--- config.mk ---
export PLATFORM = sky130hd
export DESIGN_NAME = uart_rx_flat
export DESIGN_NICKNAME = d
export VERILOG_FILES = /design/src/rtl/uart_pkg.sv /design/src/rtl/uart_rx_if.sv /design/src/rtl/uart_rx_sync.sv /design/src/rtl/uart_rx.sv /design/src/flat_wrapper.sv
export SDC_FILE = /design/constraint.sdc
export NUM_CORES = 1
export LEC_CHECK = 0
export CAP_MARGIN = 10
export CORE_UTILIZATION = 40
export CTS_CLUSTER_DIAMETER = 150
export DETAILED_ROUTE_END_ITERATION = 10
export SLEW_MARGIN = 20
export SYNTH_ARGS = -nofsm -noshare
export SYNTH_HDL_FRONTEND = slang
export SYNTH_SLANG_ARGS = --single-unit
--- constraint.sdc ---
create_clock -name clk -period 1.75 [get_ports clk]
set_clock_uncertainty 0.05 [all_clocks]
set_input_delay 0.2625 -clock clk [delete_from_list [all_inputs] [get_ports clk]]
set_output_delay 0.2625 -clock clk [all_outputs]
set_load 0.005 [all_outputs]
--- src/rtl/uart_pkg.sv ---
// ----------------------------------------------------------------------------
// uart_pkg
// Definitions shared by the UART transmitter and receiver.
//   - uart_state_e    : 3-bit FSM state encoding (IDLE/START/DATA/STOP/DONE)
//   - OVERSAMPLE_DEFAULT : clocks per serial bit (one clk = one oversample tick)
//   - DATA_BITS       : payload width of one 8N1 frame
//   - SCAN_W          : length of the DFT scan chain carried by each block
// ----------------------------------------------------------------------------
package uart_pkg;

  localparam int OVERSAMPLE_DEFAULT = 16;
  localparam int DATA_BITS          = 8;
  localparam int SCAN_W             = 8;

  // Encodings are fixed so the debug/DFT state port reads the same on the
  // transmitter and the receiver.
  typedef enum logic [2:0] {
    IDLE  = 3'd0,
    START = 3'd1,
    DATA  = 3'd2,
    STOP  = 3'd3,
    DONE  = 3'd4
  } uart_state_e;

  // True for the five defined encodings; anything else is recovered to IDLE.
  function automatic logic is_legal_state(input logic [2:0] s);
    return (s <= 3'd4);
  endfunction

endpackage

--- src/rtl/uart_rx_if.sv ---
// ----------------------------------------------------------------------------
// uart_rx_if
// Bundles the serial input and the byte-level result signals of uart_rx.
//   rx          : serial line into the receiver, idle high
//   data_out    : last correctly framed byte
//   data_valid  : one-cycle pulse, data_out is new this cycle
//   frame_error : one-cycle pulse, stop bit was sampled low
//   busy        : receiver is inside a frame
//   state       : receiver FSM state for debug/DFT observation
// Modports:
//   master : the receiver (consumes rx, produces results)
//   slave  : the environment (drives rx, observes results)
// ----------------------------------------------------------------------------
interface uart_rx_if;
  import uart_pkg::*;

  logic                 rx;
  logic [DATA_BITS-1:0] data_out;
  logic                 data_valid;
  logic                 frame_error;
  logic                 busy;
  logic [2:0]           state;

  modport master (
    input  rx,
    output data_out,
    output data_valid,
    output frame_error,
    output busy,
    output state
  );

  modport slave (
    output rx,
    input  data_out,
    input  data_valid,
    input  frame_error,
    input  busy,
    input  state
  );

endinterface

--- src/rtl/uart_rx_sync.sv ---
// ----------------------------------------------------------------------------
// uart_rx_sync
// Brings the asynchronous serial input into the clk domain and flags the
// 1->0 transition that marks a possible start bit.
// Ports:
//   clk, rst : clock and synchronous active-high reset
//   hold     : freezes all three flops (scan shift mode)
//   rx       : raw asynchronous serial input
//   rx_sync  : rx after two flops (rx_s2)
//   fall     : high while rx_s2 is 0 and the previous sample was 1
// ----------------------------------------------------------------------------
module uart_rx_sync (
  input  logic clk,
  input  logic rst,
  input  logic hold,
  input  logic rx,
  output logic rx_sync,
  output logic fall
);

  logic rx_s1;
  logic rx_s2;
  logic rx_prev;

  // Flops reset to the idle line level so leaving reset never looks like
  // a start edge. The prev flop keeps tracking the line in every state,
  // so a line that stays low cannot retrigger a frame.
  always_ff @(posedge clk) begin
    if (rst) begin
      rx_s1   <= 1'b1;
      rx_s2   <= 1'b1;
      rx_prev <= 1'b1;
    end else if (!hold) begin
      rx_s1   <= rx;
      rx_s2   <= rx_s1;
      rx_prev <= rx_s2;
    end
  end

  assign rx_sync = rx_s2;
  assign fall    = !rx_s2 && rx_prev;

endmodule

--- src/rtl/uart_rx.sv ---
// ----------------------------------------------------------------------------
// uart_rx
// 8N1 UART receiver, the downstream peer of uart_tx. Every clk is one
// oversample tick; a frame is start, 8 data bits LSB first, 1 stop bit.
// Each good byte is presented with a one-cycle data_valid pulse, a bad stop
// bit gives a one-cycle frame_error pulse and leaves data_out untouched.
// Ports:
//   clk          : system clock, single domain
//   rst          : synchronous active-high reset
//   bus          : uart_rx_if.master (rx, data_out, data_valid, frame_error,
//                  busy, state)
//   scan_enable  : 1 = scan shift mode, functional logic frozen
//   scan_in      : scan chain serial input
//   scan_out     : scan chain serial output (scan_chain[7])
// ----------------------------------------------------------------------------
module uart_rx
  import uart_pkg::*;
#(
  parameter int OVERSAMPLE = OVERSAMPLE_DEFAULT
) (
  input  logic      clk,
  input  logic      rst,
  uart_rx_if.master bus,
  input  logic      scan_enable,
  input  logic      scan_in,
  output logic      scan_out
);

  localparam int MID   = OVERSAMPLE / 2;
  localparam int CNT_W = $clog2(OVERSAMPLE);
  localparam int BIT_W = $clog2(DATA_BITS);

  localparam logic [CNT_W-1:0] START_CENTRE = CNT_W'(MID - 1);
  localparam logic [CNT_W-1:0] BIT_CENTRE   = CNT_W'(OVERSAMPLE - 1);
  localparam logic [BIT_W-1:0] LAST_BIT     = BIT_W'(DATA_BITS - 1);

  uart_state_e          state_q;
  logic [CNT_W-1:0]     baud_cnt;
  logic [BIT_W-1:0]     bit_cnt;
  logic [DATA_BITS-1:0] shift_reg;
  logic [DATA_BITS-1:0] data_q;
  logic                 valid_q;
  logic                 frame_err_q;
  logic                 busy_q;
  logic [SCAN_W-1:0]    scan_chain;

  logic rx_s2;
  logic rx_fall;

  uart_rx_sync u_sync (
    .clk     (clk),
    .rst     (rst),
    .hold    (scan_enable),
    .rx      (bus.rx),
    .rx_sync (rx_s2),
    .fall    (rx_fall)
  );

  // Receiver FSM, counters, data path and scan chain in one clocked block.
  // After a start edge the line is re-checked half a bit later; if still
  // low, each following sample point is a full bit time apart, which puts
  // every sample near a bit centre. Edges between sample points are ignored,
  // there is no resynchronisation inside a frame.
  // Scan mode freezes every functional register (including the result
  // pulses, so a pulse that is high stays high) and only shifts the chain.
  always_ff @(posedge clk) begin
    if (rst) begin
      state_q     <= IDLE;
      baud_cnt    <= '0;
      bit_cnt     <= '0;
      shift_reg   <= '0;
      data_q      <= '0;
      valid_q     <= 1'b0;
      frame_err_q <= 1'b0;
      busy_q      <= 1'b0;
      scan_chain  <= '0;
    end else if (scan_enable) begin
      scan_chain <= {scan_chain[SCAN_W-2:0], scan_in};
    end else begin
      valid_q     <= 1'b0;
      frame_err_q <= 1'b0;

      case (state_q)
        IDLE: begin
          busy_q <= 1'b0;
          if (rx_fall) begin
            state_q  <= START;
            baud_cnt <= '0;
            busy_q   <= 1'b1;
          end
        end

        START: begin
          if (baud_cnt == START_CENTRE) begin
            if (!rx_s2) begin
              state_q  <= DATA;
              baud_cnt <= '0;
              bit_cnt  <= '0;
            end else begin
              // Glitch shorter than half a bit: drop it silently.
              state_q <= IDLE;
              busy_q  <= 1'b0;
            end
          end else begin
            baud_cnt <= baud_cnt + 1'b1;
          end
        end

        DATA: begin
          if (baud_cnt == BIT_CENTRE) begin
            shift_reg <= {rx_s2, shift_reg[DATA_BITS-1:1]};
            baud_cnt  <= '0;
            if (bit_cnt == LAST_BIT) begin
              state_q <= STOP;
            end else begin
              bit_cnt <= bit_cnt + 1'b1;
            end
          end else begin
            baud_cnt <= baud_cnt + 1'b1;
          end
        end

        STOP: begin
          if (baud_cnt == BIT_CENTRE) begin
            state_q  <= DONE;
            baud_cnt <= '0;
            busy_q   <= 1'b0;
            if (rx_s2) begin
              data_q  <= shift_reg;
              valid_q <= 1'b1;
            end else begin
              frame_err_q <= 1'b1;
            end
          end else begin
            baud_cnt <= baud_cnt + 1'b1;
          end
        end

        DONE: begin
          // Pulse cycle. A start edge already arriving here is taken, so
          // back-to-back frames from uart_tx never lose a start bit.
          busy_q <= 1'b0;
          if (rx_fall) begin
            state_q  <= START;
            baud_cnt <= '0;
            busy_q   <= 1'b1;
          end else begin
            state_q <= IDLE;
          end
        end

        default: begin
          state_q <= IDLE;
          busy_q  <= 1'b0;
        end
      endcase
    end
  end

  assign bus.data_out    = data_q;
  assign bus.data_valid  = valid_q;
  assign bus.frame_error = frame_err_q;
  assign bus.busy        = busy_q;
  assign bus.state       = state_q;
  assign scan_out        = scan_chain[SCAN_W-1];

endmodule

--- src/flat_wrapper.sv ---
// flat-port wrapper written by rule: the top's interface ports become plain ports
module uart_rx_flat import uart_pkg::*;
#(
  parameter int OVERSAMPLE = OVERSAMPLE_DEFAULT
)
  (clk, rst, scan_enable, scan_in, scan_out, bus_rx, bus_data_out, bus_data_valid, bus_frame_error, bus_busy, bus_state);
  uart_rx_if bus_i ();
  input  logic clk;
  input  logic rst;
  input  logic scan_enable;
  input  logic scan_in;
  output logic scan_out;
  input wire logic [$bits(bus_i.rx)-1:0] bus_rx;
  output wire logic [$bits(bus_i.data_out)-1:0] bus_data_out;
  output wire logic [$bits(bus_i.data_valid)-1:0] bus_data_valid;
  output wire logic [$bits(bus_i.frame_error)-1:0] bus_frame_error;
  output wire logic [$bits(bus_i.busy)-1:0] bus_busy;
  output wire logic [$bits(bus_i.state)-1:0] bus_state;
  assign bus_i.rx = bus_rx;
  assign bus_data_out = bus_i.data_out;
  assign bus_data_valid = bus_i.data_valid;
  assign bus_frame_error = bus_i.frame_error;
  assign bus_busy = bus_i.busy;
  assign bus_state = bus_i.state;
  uart_rx #(.OVERSAMPLE(OVERSAMPLE)) u_core (.clk(clk), .rst(rst), .bus(bus_i), .scan_enable(scan_enable), .scan_in(scan_in), .scan_out(scan_out));
endmodule
==> results of run 1 <==
-- final timing paths --
path	slack [ps]	startpoint	cells after the start	to
setup / recovery	110	u_core.baud_cnt[1]	6	u_core.shift_reg[6]
hold / removal	400	u_core.bus.data_out[5]	2	u_core.bus.data_out[5]
hold reg to reg	400	u_core.bus.data_out[5]	2	u_core.bus.data_out[5]
setup reg to reg	110	u_core.baud_cnt[1]	6	u_core.shift_reg[6]
-- cell usage in the layout (no fill, tap or decap), types with 3 or more instances in the layout --
| cell type | synthesis | routed |
|---|---|---|
| dfxtp_1 | 40 | 36 |
| nor2_1 | 24 | 24 |
| nand2_1 | 24 | 24 |
| clkdlybuf4s50_1 | 0 | 19 |
| mux2i_1 | 17 | 17 |
| a21oi_1 | 15 | 15 |
| buf_4 | 1 | 13 |
| nand3b_1 | 6 | 6 |
| nand2b_1 | 6 | 6 |
| clkbuf_8 | 0 | 5 |
| o21ai_0 | 4 | 4 |
| nor2b_1 | 4 | 4 |
| dfxtp_2 | 0 | 4 |
| nand3_1 | 5 | 3 |
-- per-stage QoR --
| step | cells | setup slack (ps) | cell area, um2 | utilization [%] | TNS (ps) |
|---|---|---|---|---|---|
| after floorplan | 187 | 20.3 | 1710 | - | 0 |
| after global placement | 261 | -62.8 | 2050 | 50.5 | -433 |
| after detailed placement | 261 | -95.5 | 2050 | 50.5 | -918 |
| after CTS | 268 | 22.3 | 2150 | 53.0 | 0 |
| after global routing | 269 | -14.8 | 2190 | 54.1 | -42.6 |
| final | 269 | 107 | 2190 | 54.1 | 0 |
-- layout make-up --
cell class              count  area share [%]
clock buffers               5            3.14
multi-input cells         135            40.6
inverters                   1           0.171
repair buffers             36            16.0
clock inverters             2           0.570
flip-flops and latches     40            36.7
well taps                  50            2.85
-- where the power goes --
part / internal (W) / switching, W
logic: 0.0000565 / 0.0000555
registers: 0.000919 / 0.00000802
clock network: 0.000270 / 0.000314
-- logic make-up (layout without fill, tap and decap cells) --
logic type / after synthesis / count (layout) / synth area share [%]
AND/OR/NAND/NOR: 80 / 80 / 23.4
XOR/XNOR: 1 / 1 / 0.513
adder cells (fa/ha/maj): 3 / 3 / 2.20
multiplexers: 17 / 17 / 9.96
flip-flops: 40 / 40 / 46.9
buffers and inverters: 12 / 44 / 3.44
AO/OA/AOI/OAI: 34 / 34 / 13.6
-- layer usage --
layer / vias to the layer above / global-route usage (%) / wire length [um]
met5: - / 0 / 0
li1: 707 / - / -
met4: 0 / 10.6 / 73
met1: 664 / 21.1 / 1590
met2: 31 / 30.4 / 1760
met3: 8 / 5.41 / 135
-- worst max-delay path: cells and delay by family, from the launching register on --
kind / cells / cell delay [ps]
mux: 1 / 150
flops: 1 / 360
simple gates: 3 / 650
buf+inv: 1 / 160
fa+ha+maj: 1 / 160
-- what timing repair did --
item | CTS | global route
cloned | 0 | 0
setup buffers | 0 | 1
gates resized for setup | 3 | 12
pin swaps | 1 | 3
hold endpoints to repair | 0 | 0
setup endpoints to repair | 21 | 18
==> out/metrics.yaml, run 1 <==
starting_density_of_the_core_pct: 42.1
cts_num_sinks: 40
first_global_vias: 1366
period_share_pct: 93.9
wl_per_cell_um: 13.2
timing.hold.worst.class: "flip-flop to flip-flop"
drt-initial-drc-count: 62
detail-route-antenna-nets: 0
synth.top_cells.by_count: "dfxtp_1 (40), nand2_1 (24), nor2_1 (24), mux2i_1 (17), a21oi_1 (15)"
count_of_synthesis_stage_warnings_from_yosys: 0
final_layout_size_suffix_gt1_share_pct: 18.7
worst_slew_pin_tran_ps: 370
syn_to_final_growth_pct: 28.5
syn_inst: 187
end_kind: "flip-flop"
postSynth.topFlopCell: "dfxtp_1"
largest_cells_by_area_after_synthesis: "dfxtp_1 (47%), mux2i_1 (10%), nand2_1 (5.3%), nor2_1 (5.3%), a21oi_1 (4.4%)"
largest_area_contributor_in_the_netlist: "dfxtp_1"
timing.critical_path.arrival_ps: 1780
rsz_0062_raised_after_global_routing: "true"
timing.max_cap.violations: 0
worst_path_largest_cell_delay_ps: 490
die_outline_area_mm2: 0.00454
cts_made_buffers: 5
syn-num-nets: 195
run_status: "finished clean"
n_antenna_cell: 0
synth-edff-count: 0
slew_headroom_pct: 75.2
pin_count_of_the_biggest_net_entering_global_routing: 23
critical_path_required_ps: 1890
timing.setup.critical_path_class: "flip-flop to flip-flop"
dpl.hpwl_mm: 2.61
fp.dieH_um: 67.3
track_usage_pct: 18.4
vdd.ir_drop.worst_mv: 0.435
clk_latency_ps: 290
via_count: 1410
hold_ws_ps: 404
die_width_um: 67.3
ys_async_sr_fraction_pct: 0
cts.htree.levels: 2
max-clock-path-buffers: 2
max_clock_freq_ghz: 0.609
post-synth-top-area-fraction_pct: 46.9
path_cells: "ha_4 > nand3_2 > or4_4 > buf_6 > mux2i_1 > nor2_1"
timing.critical_path.slowest_stage_cell: "or4_4"
power_leakage_nw: 0.860
timing.critical_path.fanout_max: 9
final_count_of_negative_setup_slack_endpoints: 0
clk_pin_slew_ps: 80
ff_latch_count_synth: 40
viasPerCell: 5.24
cts_root_buffer: "clkbuf_8"
boundary_pins: 20
sequential_cell_area_um2: 806
fin_total_pwr_w: 0.00162
timing.critical_path.from_type: "flip-flop"
core_mm2: 0.00406
placement.io_buffers: 19
std_cell_rows: 23
post_synth_design_cell_area_mm2: 0.00171
wire_length_of_the_first_global_routing_pass_mm: 6.16
cts_hold_buffers: 0
synth_seq_area_share_pct: 46.9
power_per_cell_area_mw_per_mm2: 740
drc: 0
tritoncts: "done"
antenna_found_initial: 0
ys_types: 36
multiInputGateArea_um2: 891
fin_crit_ps: 1640
finalHoldViolations: 0
fin_nets: 227
routed_wl_mm: 3.56
routabilityCongestion: 0.829
grt_remaining_overflow: 0
detail_route.first_pass.iterations: 4
fillCellCount: 357
synthesized_area_per_cell_um2: 9.13
post-synth-top-count-cell: "dfxtp_1"
finalMaxSlewViolations: 0
(Power assumes the default switching activity.)
==> run 2, diff against run 1 <==
--- a/config.mk
+++ b/config.mk
@@ -6,8 +6,10 @@
 export NUM_CORES = 1
 export LEC_CHECK = 0
 export CAP_MARGIN = 10
+export CORE_MARGIN = 8
 export CORE_UTILIZATION = 40
 export CTS_CLUSTER_DIAMETER = 150
+export CTS_CLUSTER_SIZE = 25
 export DETAILED_ROUTE_END_ITERATION = 10
 export SLEW_MARGIN = 20
 export SYNTH_ARGS = -nofsm -noshare
==> out/metrics.yaml, run 2 (synthesis results as in run 1) <==
n_antenna_cell: 0  # unchanged
run_status: "finished clean"  # unchanged
cts_post_setup_buffers_inserted: 0  # unchanged
timing.critical_path.arrival_ps: 1820  # was 1780 ps
pin_count_of_the_biggest_net_entering_global_routing: 21  # was 23
wl_per_cell_um: 13.5  # was 13.2 um
viasPerCell: 5.19  # was 5.24
cts_made_buffers: 5  # unchanged
switchingPower_w: 0.000357  # was 0.000378 W
power_leakage_nw: 0.857  # was 0.860 nW
clk_pin_slew_ps: 70  # was 80 ps
grt_remaining_overflow: 0  # unchanged
final_cell_mix: "dfxtp_1 (35), nor2_1 (24), nand2_1 (24)"  # was dfxtp_1 (36), nor2_1 (24), nand2_1 (24)
placement.io_buffers: 19  # unchanged
timing.critical_path.from_type: "flip-flop"  # unchanged
postPlaceCellArea_mm2: 0.00205  # about the same
starting_density_of_the_core_pct: 42.1  # unchanged
final_layout_size_suffix_gt1_share_pct: 18.2  # was 18.7%
drc: 0  # unchanged
finalHoldViolations: 0  # unchanged
end_kind: "flip-flop"  # unchanged
fin_nets: 228  # was 227
first_global_vias: 1362  # was 1366
max-clock-path-buffers: 2  # unchanged
internal_power_w: 0.00124  # was 0.00125 W
combinationalPowerShare_pct: 6.6  # was 6.9%
routabilityCongestion: 0.796  # was 0.829
std_cell_rows: 23  # unchanged
max_clock_freq_ghz: 0.595  # was 0.609 GHz
timing.setup.critical_path_class: "flip-flop to flip-flop"  # unchanged
slew_headroom_pct: 67.7  # was 75.2%
die_width_um: 81.3  # was 67.3 um
power_per_cell_area_mw_per_mm2: 731  # was 740 mW/mm2
clkPwrFrac_pct: 35.4  # was 36.0%
timing.max_cap.violations: 0  # unchanged
drt-initial-drc-count: 69  # was 62
die_outline_area_mm2: 0.00662  # was 0.00454 mm2
routed_wl_mm: 3.64  # was 3.56 mm
postLayoutCoreUtil_pct: 53.9  # was 54.1%
power_switching_share_pct: 22.3  # was 23.3%
timing.hold.worst.class: "flip-flop to flip-flop"  # unchanged
sequential_cell_area_um2: 807  # was 806 um2
cts_num_sinks: 40  # unchanged
fillCellCount: 368  # was 357
timing.critical_path.fanout_max: 6  # was 9
clk_latency_ps: 280  # was 290 ps
worst_slew_pin_tran_ps: 484  # was 370 ps
antenna_found_initial: 0  # unchanged
dpl_worst_slack_ps: -105  # was -95.5 ps
detail-route-antenna-nets: 0  # unchanged
critical_path_required_ps: 1890  # about the same
cts_root_buffer: "clkbuf_8"  # unchanged
mostFrequentLayoutCell: "dfxtp_1"  # unchanged
syn_to_final_growth_pct: 28.1  # was 28.5%
track_usage_pct: 12.0  # was 18.4%
via_count: 1401  # was 1410
final_critical_path_setup_slack_ps: 69.0  # was 107 ps
vdd.ir_drop.worst_mv: 0.500  # was 0.435 mV
multiInputGateArea_um2: 895  # was 891 um2
boundary_pins: 20  # unchanged
wire_length_of_the_first_global_routing_pass_mm: 6.31  # was 6.16 mm
cts.htree.levels: 2  # unchanged
final_count_of_negative_setup_slack_endpoints: 0  # unchanged
dpl.hpwl_mm: 2.65  # was 2.61 mm
fin_crit_ps: 1680  # was 1640 ps
core_mm2: 0.00406  # unchanged
detail_route.first_pass.iterations: 5  # was 4
fin_area_mm2: 0.00219  # about the same
finalMaxSlewViolations: 0  # unchanged
tritoncts: "done"  # unchanged
fp.dieH_um: 81.3  # was 67.3 um
cts_hold_buffers: 0  # unchanged
period_share_pct: 96.1  # was 93.9%
pwr-share-seq_pct: 58.0  # was 57.1%
[run 2: stage by stage]
stage                     power (W)  hold WS (ps)  cells  setup TNS, ps
final                       0.00160           412    270              0
after global routing        0.00167           432    270          -32.4
after CTS                   0.00162           410    270              0
after detailed placement    0.00105           400    263          -1090
after global placement      0.00105           391    263           -544
after floorplan             0.00101           360    187              0
[run 2: final timing paths]
kind / slack (ps) / cells past startpoint / end / start
max: 70 / 6 / u_core.baud_cnt[0] / u_core.baud_cnt[1]
min: 410 / 2 / u_core.bus.data_out[7] / u_core.bus.data_out[7]
max reg2reg: 70 / 6 / u_core.baud_cnt[0] / u_core.baud_cnt[1]
min reg2reg: 410 / 2 / u_core.bus.data_out[7] / u_core.bus.data_out[7]
[run 2: cell type report]
| type | count | share of cell area (%) |
|---|---|---|
| multi-input cells | 135 | 40.9 |
| flip-flops and latches | 40 | 36.9 |
| repair buffers | 37 | 15.6 |
| clock buffers | 6 | 3.32 |
| well taps | 50 | 2.86 |
| clock inverters | 1 | 0.229 |
| inverters | 1 | 0.172 |
[run 2: power by group through the flow]
stage | registers, W | clock network [W] | logic [W]
2_1_floorplan | 0.000946 | 0 | 0.0000641
3_3_place_gp | 0.000948 | 0 | 0.0000984
3_5_place_dp | 0.000948 | 0 | 0.000100
4_1_cts | 0.000927 | 0.000587 | 0.000103
5_1_grt | 0.000928 | 0.000629 | 0.000115
6_report | 0.000927 | 0.000567 | 0.000105
[run 2: worst max-delay path: stages, from the launching register on]
cell      delay, ps
dfxtp_2         360
ha_4            150
nand3b_1        210
o21ai_2         240
a31oi_4         140
or3b_1          360
o31ai_1          70
[run 2: what timing repair did]
action,CTS,global route
endpoints found under the setup margin,19,16
hold endpoints to repair,0,0
cloned,0,0
pin swaps,0,3
gates resized for setup,5,9
[run 2: routing by layer]
| metal | routed length (um) | part of all wire (%) | global-route usage [%] |
|---|---|---|---|
| met4 | 42 | 1.2 | 5.00 |
| met3 | 144 | 4.0 | 3.42 |
| met1 | 1650 | 45 | 14.1 |
| met2 | 1810 | 50 | 20.0 |
| met5 | 0 | 0 | 0 |
